--- config.mk ---
export PLATFORM = sky130hd
export DESIGN_NAME = weight_loader_flat
export DESIGN_NICKNAME = d
export VERILOG_FILES = /design/src/rtl/weight_loader_if.sv /design/src/rtl/weight_loader.sv /design/src/flat_wrapper.sv
export SDC_FILE = /design/constraint.sdc
export NUM_CORES = 1
export LEC_CHECK = 0
export ABC_AREA = 1
export CORE_AREA = 2 2 103 105
export CTS_CLUSTER_DIAMETER = 200
export DETAILED_ROUTE_END_ITERATION = 10
export DIE_AREA = 0 0 105 107
export GPL_TIMING_DRIVEN = 1
export MAX_ROUTING_LAYER = met4
export PLACE_DENSITY = 0.41
export SETUP_SLACK_MARGIN = 0.1
export SYNTH_ARGS = -nofsm -noshare
export SYNTH_HDL_FRONTEND = slang
export SYNTH_SLANG_ARGS = --single-unit
--- constraint.sdc ---
create_clock -name clk -period 4.6 [get_ports clk]
set_clock_uncertainty 0.2 [all_clocks]
set_input_delay 0.92 -clock clk [delete_from_list [all_inputs] [get_ports clk]]
set_output_delay 0.92 -clock clk [all_outputs]
set_load 0.005 [all_outputs]
--- src/rtl/weight_loader_if.sv ---
// Byte-stream and weight-memory write bundle for weight_loader.
// Handshake: a byte transfers on a rising edge where s_valid && s_ready; s_data is held while s_valid=1 && s_ready=0.
interface weight_loader_if #(
    parameter int ADDR_W = 13,
    parameter int DATA_W = 8
);
    logic              s_valid;
    logic [DATA_W-1:0] s_data;
    logic              s_ready;
    logic              wr_en;
    logic [ADDR_W-1:0] wr_addr;
    logic [DATA_W-1:0] wr_data;

    // master: the loader (consumes the stream, drives the memory write port)
    modport master (
        input  s_valid,
        input  s_data,
        output s_ready,
        output wr_en,
        output wr_addr,
        output wr_data
    );

    modport slave (
        output s_valid,
        output s_data,
        input  s_ready,
        input  wr_en,
        input  wr_addr,
        input  wr_data
    );
endinterface

--- src/rtl/weight_loader.sv ---
// Loads a sync-prefixed, checksummed byte frame into the weight memory from address 0.
// Optional idle timeout is compiled in with the macro WEIGHT_LOADER_TIMEOUT_EN.
module weight_loader #(
    parameter int                DEPTH     = 7840,
    parameter int                ADDR_W    = 13,
    parameter int                DATA_W    = 8,
    parameter logic [DATA_W-1:0] SYNC_BYTE = 8'hA5,
    parameter int                TIMEOUT   = 65535
) (
    input  logic           clk,
    input  logic           rst_n,
    input  logic           start,
    weight_loader_if.master bus,
    output logic           busy,
    output logic           weights_valid,
    output logic           error,
    output logic [2:0]     state_dbg
);

    typedef enum logic [2:0] {
        S_IDLE      = 3'd0,
        S_WAIT_SYNC = 3'd1,
        S_LOAD      = 3'd2,
        S_CHECK     = 3'd3,
        S_DONE      = 3'd4,
        S_ERR       = 3'd5
    } state_t;

    if ((2 ** ADDR_W) < DEPTH) begin : g_bad_addr_w
        $error("weight_loader: ADDR_W too narrow for DEPTH");
    end
    if (TIMEOUT < 1) begin : g_bad_timeout
        $error("weight_loader: TIMEOUT must be at least 1");
    end

    state_t            state;
    state_t            state_next;
    logic              active;
    logic              accept;
    logic              last_byte;
    logic              timeout_hit;
    logic              enter_sync;
    logic [ADDR_W-1:0] cnt;
    logic [DATA_W-1:0] acc;
    logic              wr_en_q;
    logic [ADDR_W-1:0] wr_addr_q;
    logic [DATA_W-1:0] wr_data_q;

    assign accept     = bus.s_valid && active;
    assign last_byte  = (cnt == ADDR_W'(DEPTH - 1));
    assign enter_sync = (state_next == S_WAIT_SYNC) && (state != S_WAIT_SYNC);

`ifdef WEIGHT_LOADER_TIMEOUT_EN
    localparam int TO_W = $clog2(TIMEOUT + 1);
    logic [TO_W-1:0] idle_cnt;

    assign timeout_hit = active && !accept && (idle_cnt == TO_W'(TIMEOUT - 1));

    // Restarts on every accepted byte and on every state change.
    always_ff @(posedge clk or negedge rst_n) begin
        if (!rst_n) begin
            idle_cnt <= '0;
        end else if (!active || accept || (state_next != state)) begin
            idle_cnt <= '0;
        end else begin
            idle_cnt <= idle_cnt + TO_W'(1);
        end
    end
`else
    assign timeout_hit = 1'b0;
`endif

    // State register
    always_ff @(posedge clk or negedge rst_n) begin
        if (!rst_n) begin
            state <= S_IDLE;
        end else begin
            state <= state_next;
        end
    end

    // Next-state logic; start is only honoured when not busy
    always_comb begin
        state_next = state;
        unique case (state)
            S_IDLE, S_DONE, S_ERR: begin
                if (start) state_next = S_WAIT_SYNC;
            end
            S_WAIT_SYNC: begin
                if (accept && (bus.s_data == SYNC_BYTE)) state_next = S_LOAD;
            end
            S_LOAD: begin
                if (accept && last_byte) state_next = S_CHECK;
            end
            S_CHECK: begin
                if (accept) state_next = (bus.s_data == acc) ? S_DONE : S_ERR;
            end
            default: state_next = S_IDLE;
        endcase
        if (timeout_hit) state_next = S_ERR;
    end

    // Outputs decoded from state, so busy and the flags can never overlap
    always_comb begin
        active        = 1'b0;
        busy          = 1'b0;
        weights_valid = 1'b0;
        error         = 1'b0;
        unique case (state)
            S_WAIT_SYNC, S_LOAD, S_CHECK: begin
                active = 1'b1;
                busy   = 1'b1;
            end
            S_DONE:  weights_valid = 1'b1;
            S_ERR:   error = 1'b1;
            default: ;
        endcase
    end

    // Byte counter, checksum and registered write port
    always_ff @(posedge clk or negedge rst_n) begin
        if (!rst_n) begin
            cnt       <= '0;
            acc       <= '0;
            wr_en_q   <= 1'b0;
            wr_addr_q <= '0;
            wr_data_q <= '0;
        end else begin
            wr_en_q <= 1'b0;
            if ((state == S_IDLE) || enter_sync) begin
                cnt <= '0;
                acc <= '0;
            end else if ((state == S_LOAD) && accept) begin
                acc       <= acc + bus.s_data;
                wr_en_q   <= 1'b1;
                wr_addr_q <= cnt;
                wr_data_q <= bus.s_data;
                // Parks on the last address so wr_addr never wraps
                if (!last_byte) cnt <= cnt + ADDR_W'(1);
            end
        end
    end

    assign bus.s_ready = active;
    assign bus.wr_en   = wr_en_q;
    assign bus.wr_addr = wr_addr_q;
    assign bus.wr_data = wr_data_q;
    assign state_dbg   = state;

endmodule

--- src/flat_wrapper.sv ---
// flat-port wrapper written by rule: the top's interface ports become plain ports
module weight_loader_flat 
#(
    parameter int                DEPTH     = 7840,
    parameter int                ADDR_W    = 13,
    parameter int                DATA_W    = 8,
    parameter logic [DATA_W-1:0] SYNC_BYTE = 8'hA5,
    parameter int                TIMEOUT   = 65535
)
  (clk, rst_n, start, busy, weights_valid, error, state_dbg, bus_s_valid, bus_s_data, bus_s_ready, bus_wr_en, bus_wr_addr, bus_wr_data);
  weight_loader_if #(.ADDR_W(ADDR_W), .DATA_W(DATA_W)) bus_i ();
  input  logic clk;
  input  logic rst_n;
  input  logic start;
  output logic busy;
  output logic weights_valid;
  output logic error;
  output logic [2:0] state_dbg;
  input wire logic [$bits(bus_i.s_valid)-1:0] bus_s_valid;
  input wire logic [$bits(bus_i.s_data)-1:0] bus_s_data;
  output wire logic [$bits(bus_i.s_ready)-1:0] bus_s_ready;
  output wire logic [$bits(bus_i.wr_en)-1:0] bus_wr_en;
  output wire logic [$bits(bus_i.wr_addr)-1:0] bus_wr_addr;
  output wire logic [$bits(bus_i.wr_data)-1:0] bus_wr_data;
  assign bus_i.s_valid = bus_s_valid;
  assign bus_i.s_data = bus_s_data;
  assign bus_s_ready = bus_i.s_ready;
  assign bus_wr_en = bus_i.wr_en;
  assign bus_wr_addr = bus_i.wr_addr;
  assign bus_wr_data = bus_i.wr_data;
  weight_loader #(.DEPTH(DEPTH), .ADDR_W(ADDR_W), .DATA_W(DATA_W), .SYNC_BYTE(SYNC_BYTE), .TIMEOUT(TIMEOUT)) u_core (.clk(clk), .rst_n(rst_n), .start(start), .bus(bus_i), .busy(busy), .weights_valid(weights_valid), .error(error), .state_dbg(state_dbg));
endmodule
==> results.rst <==
.. list-table::
   :header-rows: 1

   * - Metric
     - Value
   * - Most common library cell in the layout ignoring fill and taps
     - sky130_fd_sc_hd__nand2_1
   * - Cell Count Post-Placement
     - 483
   * - Status
     - finished, final reports clean
   * - Net count of the mapped netlist
     - approximately 340
   * - Peak VDD IR
     - 101 uV
   * - # diodes
     - 0
   * - Level count of the clock H-tree
     - 2
   * - Commonest cells after routing, fill and taps aside
     - sky130_fd_sc_hd__nand2_1 (104), sky130_fd_sc_hd__dfrtp_1 (46), sky130_fd_sc_hd__clkdlybuf4s50_1 (39), sky130_fd_sc_hd__inv_1 (29), sky130_fd_sc_hd__nor2_1 (25)
   * - Layout Cells excl Fill
     - 489
   * - Setup repair after global routing missed its margin
     - no
   * - Buffer type at the clock tree root
     - sky130_fd_sc_hd__clkbuf_8
   * - Number of buffers on the longest clock path
     - 2
   * - Arrival time worst endpoint
     - 3.07 ns
   * - Sort of element at the start of the critical path
     - input pin
   * - Placed Instance Area
     - 0.00299 sq mm
   * - Post-Layout Inst Area
     - 0.00308 sq mm
   * - Met2 Resource Use GR
     - about a fifth
   * - Data required time of the critical path
     - approximately 4.6 ns
   * - Largest cells by area after synthesis
     - sky130_fd_sc_hd__dfrtp_1 (47%), sky130_fd_sc_hd__nand2_1 (16%), sky130_fd_sc_hd__inv_1 (4.4%), sky130_fd_sc_hd__ha_1 (4.1%), sky130_fd_sc_hd__nand3_1 (3.9%)
   * - Setup slack of the most critical reg-to-reg path
     - 2.13 ns
   * - Footprint of the flip-flops and latches
     - 0.00115 sq mm
   * - Max-Slew Margin vs Limit
     - 23.4%
   * - First-pass DRT Iterations
     - 4
   * - Row count
     - 37
   * - Initial Utilization
     - 24.4%
   * - Port bufs
     - 40
   * - Lkg Pwr
     - 0.00146 uW
   * - Clock tree from TritonCTS
     - built
   * - Global route overflow
     - 0
   * - Number of setup buffers added after CTS
     - 0
   * - Critical path class
     - input pin to flop
   * - Stage delay of the slowest cell on the critical path
     - 0.51 ns
   * - Seq/Total Area, Yosys
     - 46.8%
   * - WL per Instance
     - about 12 um
   * - Area growth syn-to-layout
     - 25.0%
   * - Minimum clock period after layout
     - between 3 and 4 ns
   * - Synth top area share
     - 46.8%
   * - # clock sinks
     - 46
   * - Area of the multi-input gates
     - 0.00113 sq mm
   * - Met3 Track Usage GR
     - 2.37%
   * - Filler Cells Inserted
     - ~1,100
   * - Highest-utilization routing layer at the global route stage
     - met2
   * - Endpoints failing hold
     - 0
   * - Crit path cell chain
     - clkdlybuf4s50_1 -> inv_1 -> nor2_2 -> buf_4 -> inv_1 -> a21oi_1 -> o21ai_0 -> nand2_1
   * - Sum Neg Setup Slack
     - 0 ns
   * - First-pass GRT wire length
     - 10,400 um
   * - Worst-path fanout max
     - 40
   * - Number of global-route vias before repair
     - 2,162
   * - Number of buffers and inverters on the critical path
     - 4
   * - Cell family with most CP delay
     - buffers and inverters
   * - Initial antenna violation count
     - 0
   * - Global-route track usage on met1
     - 15.3%
   * - Number of distinct library cells after synthesis
     - 26
   * - Warning count from the yosys run
     - 0
   * - Number of instances in the synthesized netlist
     - 314
   * - Post-route DRC violation count
     - 0
   * - All-Layer GR Usage
     - 11.8%
   * - Final Max Slew Viols
     - 0
   * - Die Area
     - approximately 0.011 sq mm
   * - RePlAce Congestion
     - just over 0.8
   * - Flop and latch count out of synthesis
     - 46
   * - Final number of setup-violating endpoints
     - 0
   * - Critical-path cell with the highest stage delay
     - sky130_fd_sc_hd__inv_1
   * - Post-route clock period utilization
     - 65.8%
   * - Overall die height
     - between 100 and 150 um
   * - Vias per inst
     - approximately 4.3
   * - Number of vias after detailed routing
     - 2,106
   * - Worst Max-Slew Pin Slew
     - about 1.1 ns
   * - Net count reported at finish
     - 375
   * - Clock edge transition at the registers on the reported setup and hold paths
     - 0.09 ns
   * - Violation count after the first detailed-route iteration
     - 76
   * - Boundary pin count
     - 41
   * - # resized after CTS
     - 0
   * - Dominant cell type by area after synthesis
     - sky130_fd_sc_hd__dfrtp_1
   * - MaxCap Viol Count
     - 0
   * - Maximum number of pins on one net before global-route repair
     - 47
   * - Estimated wirelength of the detail-placed design
     - roughly 4300 um
   * - Crit. End Element
     - flop
   * - Post-synthesis instance area
     - 0.00246 sq mm
   * - Core area
     - a little over 0.01 sq mm
   * - Kind of path behind the tightest hold check
     - flop to flop
   * - Power Dens Cells
     - 286 mW/mm^2
   * - Total clock buffers created by CTS
     - 5
   * - Total Routed Length
     - between 6000 and 7000 um
   * - Post-route antenna net violation count
     - 0
   * - Cell repeated most along the worst path
     - sky130_fd_sc_hd__inv_1
   * - Share of post-route cells with drive strength above 1
     - 9.07%
   * - Achievable frequency
     - 0.330 GHz
   * - Synthesized area per cell
     - 7.84 sq um
   * - Number of buffers inserted by hold repair at cts
     - 0
   * - Skew-Pair Late Insertion Delay
     - ~0.30 ns
   * - Width of the die
     - 105 um
-- stage by stage --
stage / utilization, % / worst slack (ns) / hold slack [ns] / power (uW)
after floorplan: - / 2.20 / 0.265 / 563
after global placement: 29.7 / 1.25 / 0.259 / 643
after detailed placement: 29.7 / 1.20 / 0.266 / 640
after CTS: 30.5 / 1.51 / 0.285 / 901
after global routing: 30.5 / 1.25 / 0.306 / 928
final: 30.5 / 1.57 / 0.278 / 880
-- synth_stat cells, drive strengths merged --
library cell and instances:
nand2 106, dfrtp 46, nor2 36, inv 33, nand3 19, o21ai 17, nand4 11, ha 8
nor3 8, xor2 8, a21oi 7, buf 5, clkbuf 4, or2 3, clkinv 1, fa 1
nand3b 1
-- worst min-delay path, stage by stage, from the launching register on --
cell	delay (ns)
sky130_fd_sc_hd__dfrtp_1	0.35
sky130_fd_sc_hd__nand2_1	0.05
sky130_fd_sc_hd__nand2_1	0.05
-- cell type report --
cell class / instances / share of cell area [%]
Clock buffer: 6 / 2.69
Inverter: 34 / 4.15
Multi-Input combinational cell: 225 / 36.9
Sequential cell: 46 / 37.4
Tap cell: 136 / 5.53
Timing Repair Buffer: 42 / 13.3
-- power by group --
group	total (uW)	leakage [uW]	internal [uW]	switching [uW]
logic	200	0.000813	72.4	127
clock network	253	0.0000431	116	137
registers	427	0.000606	416	11.1
total	880	0.00146	605	275
-- logic make-up (layout without fill, tap and decap cells) --
kind of cell    after synthesis  in the layout  synth area share (%)
compound gates               24             24                  5.34
xor+xnor                      8              8                  2.85
fa+ha+maj                     9              9                  4.88
buf+inv                      43             82                  7.17
flops                        46             46                  46.8
simple gates                184            184                  33.0
-- registers in the layout, summed over array words and instances, names as in the netlist --
signal              cells
u_core.bus.wr_addr     13
u_core.cnt             13
u_core.acc              8
u_core.bus.wr_data      8
u_core.state_dbg        3
u_core.bus.wr_en        1
-- layer usage --
metal,part of all wire (%),wire length [um],up-vias
met5,0,0,-
li1,-,-,1066
met1,48,2910,980
met2,47,2820,56
met3,4.4,268,4
met4,0.76,46,0
-- final timing paths --
check,from,endpoint,depth (start not counted)
min in group asynchronous,rst_n,u_core.acc[6],2
worst max-delay path,bus_s_valid,u_core.acc[7],8
worst min-delay path,u_core.bus.wr_data[0],u_core.bus.wr_data[0],2
worst max register to register,u_core.state_dbg[0],u_core.acc[7],8
worst min register to register,u_core.bus.wr_data[0],u_core.bus.wr_data[0],2
max in group asynchronous,rst_n,u_core.bus.wr_addr[12],2
Note: power is estimated with default switching activity, not from simulation.
